File: config.mk
export PLATFORM = sky130hd
export DESIGN_NAME = cpu_mem_arbiter
export DESIGN_NICKNAME = d
export VERILOG_FILES = /design/src/rtl/cpu_mem_arb_pkg.sv /design/src/rtl/cpu_mem_arb_lat_cnt.sv /design/src/rtl/cpu_mem_arbiter.sv
export SDC_FILE = /design/constraint.sdc
export NUM_CORES = 1
export LEC_CHECK = 0
export ABC_AREA = 1
export BUFFER_PORTS_ARGS = -buffer_cell sky130_fd_sc_hd__buf_4
export CAP_MARGIN = 30
export CORE_MARGIN = 2
export CORE_UTILIZATION = 41
export CTS_BUF_LIST = sky130_fd_sc_hd__clkbuf_2
export CTS_CLUSTER_DIAMETER = 150
export CTS_CLUSTER_SIZE = 30
export DETAILED_ROUTE_END_ITERATION = 8
export PLACE_DENSITY = 0.79
export RECOVER_POWER = 50
export SETUP_SLACK_MARGIN = 0.15
export SLEW_MARGIN = 20
export SYNTH_ARGS = -nofsm -noshare
export SYNTH_HDL_FRONTEND = slang
export SYNTH_SLANG_ARGS = --single-unit
File: constraint.sdc
create_clock -name clk -period 3.49 [get_ports clk]
set_clock_uncertainty 0.05 [all_clocks]
set_input_delay 0 -clock clk [delete_from_list [all_inputs] [get_ports clk]]
set_output_delay 0 -clock clk [all_outputs]
set_load 0.05 [all_outputs]
File: src/rtl/cpu_mem_arb_pkg.sv
// Shared types and constants for the IF/MEM unified-RAM arbiter.
package cpu_mem_arb_pkg;

  typedef enum logic [1:0] {IDLE, WAIT, DONE} arb_state_t;
  typedef enum logic {OWN_IF, OWN_MEM} arb_owner_t;

  localparam logic [3:0] FETCH_BE = 4'hF;
  localparam int         LAT_W    = 4;

endpackage

File: src/rtl/cpu_mem_arb_lat_cnt.sv
// Loadable down-counter timing the RAM read latency; stops at zero.
module cpu_mem_arb_lat_cnt
  import cpu_mem_arb_pkg::*;
(
  input  logic             clk,
  input  logic             clr,
  input  logic             load,
  input  logic [LAT_W-1:0] value,
  output logic             zero
);

  logic [LAT_W-1:0] count;

  always_ff @(posedge clk) begin
    if (clr)
      count <= '0;
    else if (load)
      count <= value;
    else if (count != '0)
      count <= count - 1'b1;
  end

  assign zero = (count == '0);

endmodule

File: src/rtl/cpu_mem_arbiter.sv
// Arbitrates one single-port RAM between fetch (IF) and load/store (MEM); MEM wins unless IF is starved.
// Optional CPU_MEM_ARB_PERF_EN adds wait/grant performance counters.
module cpu_mem_arbiter
  import cpu_mem_arb_pkg::*;
#(
  parameter int MEM_LATENCY  = 2,
  parameter int STARVE_LIMIT = 3
) (
  input  logic        clk,
  input  logic        clr,
  input  logic        if_req,
  input  logic [31:0] if_addr,
  output logic [31:0] if_rdata,
  output logic        if_ack,
  input  logic        mem_req,
  input  logic        mem_we,
  input  logic [3:0]  mem_be,
  input  logic [31:0] mem_addr,
  input  logic [31:0] mem_wdata,
  output logic [31:0] mem_rdata,
  output logic        mem_ack,
  output logic        ram_en,
  output logic        ram_we,
  output logic [3:0]  ram_be,
  output logic [31:0] ram_addr,
  output logic [31:0] ram_wdata,
  input  logic [31:0] ram_rdata,
  output logic        stall_if,
  output logic        stall_mem
`ifdef CPU_MEM_ARB_PERF_EN
  ,
  output logic [31:0] perf_if_wait,
  output logic [31:0] perf_mem_wait,
  output logic [31:0] perf_grants
`endif
);

  localparam logic [LAT_W-1:0] LAT_LOAD  = LAT_W'(MEM_LATENCY - 1);
  localparam logic [3:0]       STARVE_MX = 4'(STARVE_LIMIT);

  arb_state_t state;
  arb_owner_t owner;
  logic [3:0] starve_cnt;
  logic       any_req;
  logic       grant_if;
  logic       lat_load;
  logic       lat_zero;

  assign any_req  = if_req | mem_req;
  // IF wins only when alone or when it has lost STARVE_LIMIT contended rounds in a row.
  assign grant_if = if_req & (~mem_req | (starve_cnt == STARVE_MX));
  assign lat_load = (state == IDLE) & any_req;

  cpu_mem_arb_lat_cnt u_lat_cnt (
    .clk   (clk),
    .clr   (clr),
    .load  (lat_load),
    .value (LAT_LOAD),
    .zero  (lat_zero)
  );

  always_ff @(posedge clk) begin
    if (clr) begin
      state      <= IDLE;
      owner      <= OWN_MEM;
      starve_cnt <= '0;
      ram_en     <= 1'b0;
      ram_we     <= 1'b0;
      ram_be     <= '0;
      ram_addr   <= '0;
      ram_wdata  <= '0;
      if_ack     <= 1'b0;
      mem_ack    <= 1'b0;
      if_rdata   <= '0;
      mem_rdata  <= '0;
    end else begin
      unique case (state)
        IDLE: begin
          ram_en <= 1'b0;
          if (any_req) begin
            ram_en <= 1'b1;
            state  <= WAIT;
            if (grant_if) begin
              owner      <= OWN_IF;
              starve_cnt <= '0;
              ram_we     <= 1'b0;
              ram_be     <= FETCH_BE;
              ram_addr   <= if_addr;
            end else begin
              owner     <= OWN_MEM;
              ram_we    <= mem_we;
              ram_be    <= mem_be;
              ram_addr  <= mem_addr;
              ram_wdata <= mem_wdata;
              if (if_req && starve_cnt != STARVE_MX)
                starve_cnt <= starve_cnt + 1'b1;
            end
          end
        end
        WAIT: begin
          ram_en <= 1'b0;
          if (lat_zero) begin
            state <= DONE;
            if (owner == OWN_IF) begin
              if_rdata <= ram_rdata;
              if_ack   <= 1'b1;
            end else begin
              // Stores leave the previous load data visible.
              if (!ram_we)
                mem_rdata <= ram_rdata;
              mem_ack <= 1'b1;
            end
          end
        end
        DONE: begin
          ram_en  <= 1'b0;
          if_ack  <= 1'b0;
          mem_ack <= 1'b0;
          state   <= IDLE;
        end
        default: begin
          ram_en <= 1'b0;
          state  <= IDLE;
        end
      endcase
    end
  end

  assign stall_if  = if_req & ~if_ack;
  assign stall_mem = mem_req & ~mem_ack;

`ifdef CPU_MEM_ARB_PERF_EN
  always_ff @(posedge clk) begin
    if (clr) begin
      perf_if_wait  <= '0;
      perf_mem_wait <= '0;
      perf_grants   <= '0;
    end else begin
      if (stall_if)
        perf_if_wait <= perf_if_wait + 1'b1;
      if (stall_mem)
        perf_mem_wait <= perf_mem_wait + 1'b1;
      if (ram_en)
        perf_grants <= perf_grants + 1'b1;
    end
  end
`endif

endmodule
After elaboration in Yosys (flattened, before gate mapping)

Index checks and enable logic that the tools add are counted.

Shifts and indexed selects: 0
Add/sub/neg operators: 2
Eq/ne operators: 8
Reduce and logical (&&, ||, !) cells: 17
Div/mod/pow operators: 0
Bitwise operators: 13
$lt $le $gt $ge: 0
Multipliers: 0
Mux-type cells: 18

Operators with widths:

| operator              | number |
|---|---|
| $mux W32              | 1 |
| $reduce_and A3 Y1     | 5 |
| $mux W4               | 3 |
| $mux W1               | 9 |
| $ne A2 B2 Y1 const B  | 4 |
| $not A1 Y1            | 7 |
| $reduce_bool A2 Y1    | 3 |
| $add A4 B1 Y4 const B | 1 |
| $and A1 B1 Y1         | 4 |
| $eq A4 B2 Y1 const B  | 1 |
| $logic_not A4 Y1      | 1 |
| $mux W2               | 2 |
| $ne A4 B2 Y1 const B  | 1 |
| $pmux W1 S2           | 2 |
| $pmux W2 S2           | 1 |
| $reduce_and A2 Y1     | 2 |
| $reduce_and A4 Y1     | 1 |
| $reduce_bool A4 Y1    | 1 |
| $reduce_or A2 Y1      | 2 |
| $sub A4 B1 Y4 const B | 1 |
| $eq A2 B1 Y1 const B  | 1 |
| $eq A2 B2 Y1 const B  | 1 |
| $logic_not A2 Y1      | 1 |
| $or A1 B1 Y1          | 2 |
| $logic_and A1 B1 Y1   | 1 |

Bits in latches: 0
Memory bits (writable): 0
Input port bits: 137
Memories: 0
Output and inout bits: 138
Bits in read-only memories: 0
Register bits after elaboration: 147
Logic and storage cells: 72

Logic depth before layout (Yosys ltp)

Depth after elaboration: 5
Mapped depth: 10

Cells and area by module

A second synthesis with hierarchy kept.

Cell total of the unflattened synthesis: 869
Area total of the unflattened synthesis: 6,256.0 um2

By module, submodules not included:

| module              | area an instance (um2) | instances | cells each |
|---|---|---|---|
| cpu_mem_arbiter     | 6,008.3                | 1         | 829 |
| cpu_mem_arb_lat_cnt | 247.7                  | 1         | 40 |

Worst setup path before layout

No wires, ideal clock.

Path type: flip-flop to flip-flop
Start: register ram_we
End: register mem_rdata[2]
Clock period less this slack: 1,492 ps
Data required time: 3,375 ps
Stages on the path, launching flop included: 7
Path slack: 1,998 ps
Path buffers: 1
Arrival: 1,378 ps
Cell sequence: dfxtp_1 -> nor2_2 -> inv_2 -> nor2_8 -> buf_6 -> nor2_1 -> nor2_1

Word-level cells in the longest chain between the ends: 2

RTL lines:

| what                               | RTL line               | RTL |
|---|---|---|
| from (decl)                        | cpu_mem_arbiter.sv:23  | `output logic ram_we,` |
| from (signal assigned)             | cpu_mem_arbiter.sv:91  | `ram_we <= mem_we;` |
| $not A1 Y1 (no source line)        | --                     |  |
| $reduce_and A4 Y1 (no source line) | --                     |  |
| to (signal assigned)               | cpu_mem_arbiter.sv:110 | `mem_rdata <= ram_rdata;` |
| to (decl)                          | cpu_mem_arbiter.sv:20  | `output logic [31:0] mem_rdata,` |

No other way between the ends.
A chain may end at the register's enable or synchronous reset.

Worst setup path in the final report

Start: register starve_cnt[1]
End: register ram_addr[19]

Word-level cells in the longest chain between the ends: 4

RTL lines:

| what                   | RTL line              | RTL |
|---|---|---|
| from (decl)            | cpu_mem_arbiter.sv:43 | `logic [3:0] starve_cnt;` |
| from (signal assigned) | cpu_mem_arbiter.sv:96 | `starve_cnt <= starve_cnt + 1'b1;` |
| $eq A4 B2 Y1           | cpu_mem_arbiter.sv:51 | `assign grant_if = if_req & (~mem_req \| (starve_cnt == STARVE_MX));` |
| $or A1 B1 Y1           | cpu_mem_arbiter.sv:51 |  |
| $and A1 B1 Y1          | cpu_mem_arbiter.sv:51 |  |
| $mux W32               | cpu_mem_arbiter.sv:83 | `if (grant_if) begin` |
| to (signal assigned)   | cpu_mem_arbiter.sv:88 | `ram_addr <= if_addr;` |
| to (signal assigned)   | cpu_mem_arbiter.sv:93 | `ram_addr <= mem_addr;` |
| to (decl)              | cpu_mem_arbiter.sv:25 | `output logic [31:0] ram_addr,` |

No other way between the ends.

==> impl_metrics.env <==
export IMPL_clk_latency_ns=0.77
export IMPL_holdPathEnd="ram_be[0]$_SDFFE_PP0P_"
export IMPL_die_h_um=125.4
export IMPL_cts_buffers=17
export IMPL_fin_crit_sh=0.9057
export IMPL_r2r_cells=11
export IMPL_wl_per_cell_um=16.55
export IMPL_die_area_um2=15720
export IMPL_cts_buffer_depth=2
export IMPL_cts_sink_count=147
export IMPL_crit_arrival_ns=3.81
export IMPL_antenna_found_initial=1
export IMPL_grt_max_degree=100
export IMPL_grt_pass1_vias=8067
export IMPL_max_cap_viol_count=0
export IMPL_start_kind="flop"
export IMPL_grt_total_usage=0.3147
export IMPL_final_cell_area_um2=10220
export IMPL_core_um2=14480
export IMPL_power_leakage_uw=0.004655
export IMPL_yosysWarningCount=0
export IMPL_busiest_layer="met2"
export IMPL_whs_path_depth=5
export IMPL_syn_num_nets=998
export IMPL_avgSynthCellArea_um2=7.039
export IMPL_yosysSeqAreaShare=0.4873
export IMPL_maxClockFrequency_mhz=316.4
export IMPL_fp_dieW_um=125.4
export IMPL_boundaryPins=275
export IMPL_status="finished, final reports clean"
export IMPL_dr_pass1_iters=5
export IMPL_grt_use_met1=0.3230
export IMPL_globalRouteMet3Util=0.08815
export IMPL_synth_area_um2=6040
export IMPL_yosysUniqueCellTypes=31
export IMPL_setup_slack_ns=0.3291
export IMPL_cts_max_level=4
export IMPL_end_kind="flop"
export IMPL_cp_required_ns=4.14
export IMPL_drive_gt1_frac=0.1401
export IMPL_path_cells="ha_2 > nand2_1 > nand2_4 > nand2_8 > nand2_1 > dlygate4sd3_1 > nand2_1 > dlygate4sd3_1 > nand2_1 > dlygate4sd3_1 > nand2_1"
export IMPL_detailroute_via_count=7958
export IMPL_hp_class="input pin to flop"
export IMPL_cp_slowest_stage_delay_ns=0.57
export IMPL_critPathKind="flop to flop"
export IMPL_hold_viol=0
export IMPL_path_buf_inv=3
export IMPL_reg2reg_from="starve_cnt[1]$_SDFFE_PP0P_"
export IMPL_period_needed_ns=3.161
export IMPL_globalplace_congestion=0.8432
export IMPL_initial_core_util=0.4171
export IMPL_vias_per_cell=5.161
export IMPL_setup_viol=0
export IMPL_fp_row_count=44
export IMPL_place_area_um2=8133
export IMPL_r2r_end="ram_addr[19]$_SDFFE_PP0P_"
export IMPL_total_power_uw=4993
export IMPL_grt_overflow=0
export IMPL_r2r_slack_ns=0.33
export IMPL_p_per_area_nw_per_um2=488.3
export IMPL_finalNetCount=1483
export IMPL_worstMarginPinSlew_ns=0.9202
export IMPL_grt_pass1_wl_mm=39.61
export IMPL_rsz0062_at_grt="no"
export IMPL_grtUsageMet2=0.5595
export IMPL_slew_headroom=0.3866
export IMPL_drtAntennaViolNets=0
export IMPL_drv_slew=0
export IMPL_clockRootBuffer="clkbuf_2"
export IMPL_drt_iter0_drc=554
export IMPL_drc=0
export IMPL_slowest_stage="dlygate4sd3_1"
export IMPL_post_place_ws_ns=1.175
export IMPL_io_buffers=274
export IMPL_netlist_instances=858
export IMPL_cp_top_family="buffers and inverters"
export IMPL_dp_hpwl_mm=12.00
export IMPL_area_delta_synth_final_pct=69.30
export IMPL_postCtsSetupRepairBufs=0
export IMPL_wl_mm=25.52
export IMPL_peakVddDrop_mv=0.3279
export IMPL_crit_fanout=28
export IMPL_cts_tree="built"
export IMPL_min_from="mem_be[0]"
export IMPL_ys_ff_latch=147
export IMPL_clk_pin_slew_ns=0.23
export IMPL_crit_top_cell="nand2_1"
export IMPL_tns_ns=0
==> synth_stat cells <==
library cell / number / area, um2
buf_4: 5 / 37.54
a21oi_1: 38 / 190.2
nand3b_1: 13 / 97.59
o21ai_0: 56 / 280.3
nor3_1: 3 / 15.01
nand4_1: 1 / 6.260
buf_6: 4 / 45.04
buf_1: 1 / 3.750
clkbuf_1: 24 / 90.09
nor2_2: 4 / 25.02
clkinv_1: 1 / 3.750
nor2_8: 1 / 20.02
a31oi_1: 1 / 6.260
o211ai_1: 1 / 7.510
o21ai_1: 3 / 15.01
buf_2: 20 / 100.1
o21a_1: 1 / 7.510
ha_1: 3 / 37.54
clkbuf_2: 1 / 5.000
inv_2: 6 / 22.52
nand2_2: 2 / 12.51
nand2_1: 223 / 837.1
xor2_1: 1 / 8.760
dfxtp_1: 147 / 2943
nor2_1: 179 / 671.9
or2_2: 1 / 6.260
nand2_4: 1 / 11.26
inv_1: 48 / 180.2
nand3_1: 67 / 335.3
o21ai_2: 1 / 8.760
xnor2_1: 1 / 8.760
==> layout by cell type (no fill, tap or decap), types with 2 or more instances in the layout <==
cell and instances:
nor2_1 180, o21ai_0 57, dfxtp_2 2, nand3b_1 13, nand2_1 222, nor2_2 3, clkinvlp_4 6, inv_1 48
dlygate4sd3_1 238, clkinv_1 5, dfxtp_1 145, nor3_1 3, buf_4 142, clkbuf_2 18, inv_2 6, nand2_4 3
clkbuf_1 139, ha_1 2, o21ai_1 3, nand3_1 67, a21oi_1 38, diode_2 2, inv_6 2
==> cell type report <==
cell class / instances / area, um2
antenna: 2 / 5.005
clock buffer: 18 / 90.09
clock inverter: 14 / 112.6
fill: 1116 / 4254
inverter: 55 / 206.4
multi-input combinational: 602 / 2638
sequential: 147 / 2945
tap: 184 / 230.2
timing repair buffer: 520 / 3998
==> per-layer routing <==
metal / routed length, um / part of all wire
met1: 9256 / 0.36
met2: 12680 / 0.50
met3: 2039 / 0.080
met4: 1539 / 0.060
met5: 0 / 0
==> through the flow <==
step / util / std cells / hold WS [ns]
after floorplan: - / 858 / 0.08445
after global placement: 0.5598 / 1268 / 0.1708
after detailed placement: 0.5617 / 1269 / 0.1811
after CTS: 0.7402 / 1539 / 0.0001902
after global routing: 0.7060 / 1541 / 0.00009914
final: 0.7062 / 1542 / 0.03177
==> tightest hold or removal path, delay by kind of cell <==
| family | cells | cell delay, ns |
|---|---|---|
| and+or+nand+nor | 2 | 0.17 |
| buffers and inverters | 3 | 0.68 |
==> report_power, final <==
part           internal (uW)  switching (uW)  leakage (uW)
Combinational            614            1430       0.00334
Sequential              1900             134       0.00121
Clock                    251             656      0.000109
==> flip-flops by register name, indices dropped and copies added (netlist names), 2 cells and up <==
| signal | flops |
|---|---|
| if_rdata | 32 |
| mem_rdata | 32 |
| ram_addr | 32 |
| ram_wdata | 32 |
| ram_be | 4 |
| starve_cnt | 4 |
| u_lat_cnt.count | 4 |
| state | 2 |
==> logic make-up after synthesis <==
kind of cell | synth area share
buffers and inverters | 0.08079
XOR/XNOR | 0.002901
AND/OR/NAND/NOR | 0.3375
flip-flops | 0.4873
AO/OA/AOI/OAI | 0.08535
adder cells (fa/ha/maj) | 0.006216
==> worst max-delay path by stage <==
stage                                     from                         to  slack, ns  cells past startpoint
4_1_cts             starve_cnt[0]$_SDFFE_PP0P_  ram_addr[19]$_SDFFE_PP0P_       0.27                     11
2_1_floorplan              ram_we$_SDFFE_PP0P_  mem_rdata[2]$_SDFFE_PP0P_       2.00                      6
3_3_place_gp   u_lat_cnt.count[0]$_SDFFE_PP0P_   if_rdata[0]$_SDFFE_PP0P_       1.28                      8
6_report            starve_cnt[1]$_SDFFE_PP0P_  ram_addr[19]$_SDFFE_PP0P_       0.33                     11
5_1_grt             starve_cnt[0]$_SDFFE_PP0P_  ram_addr[19]$_SDFFE_PP0P_       0.18                     11
3_5_place_dp   u_lat_cnt.count[0]$_SDFFE_PP0P_   if_rdata[2]$_SDFFE_PP0P_       1.17                      8
==> timing repair <==
| action | in CTS | in global routing |
|---|---|---|
| hold buffers | 238 | 0 |
| setup endpoints to repair | 0 | 10 |
| endpoints found under the hold margin | 146 | 0 |
| resized for setup | 0 | 5 |
(Power assumes the default switching activity.)
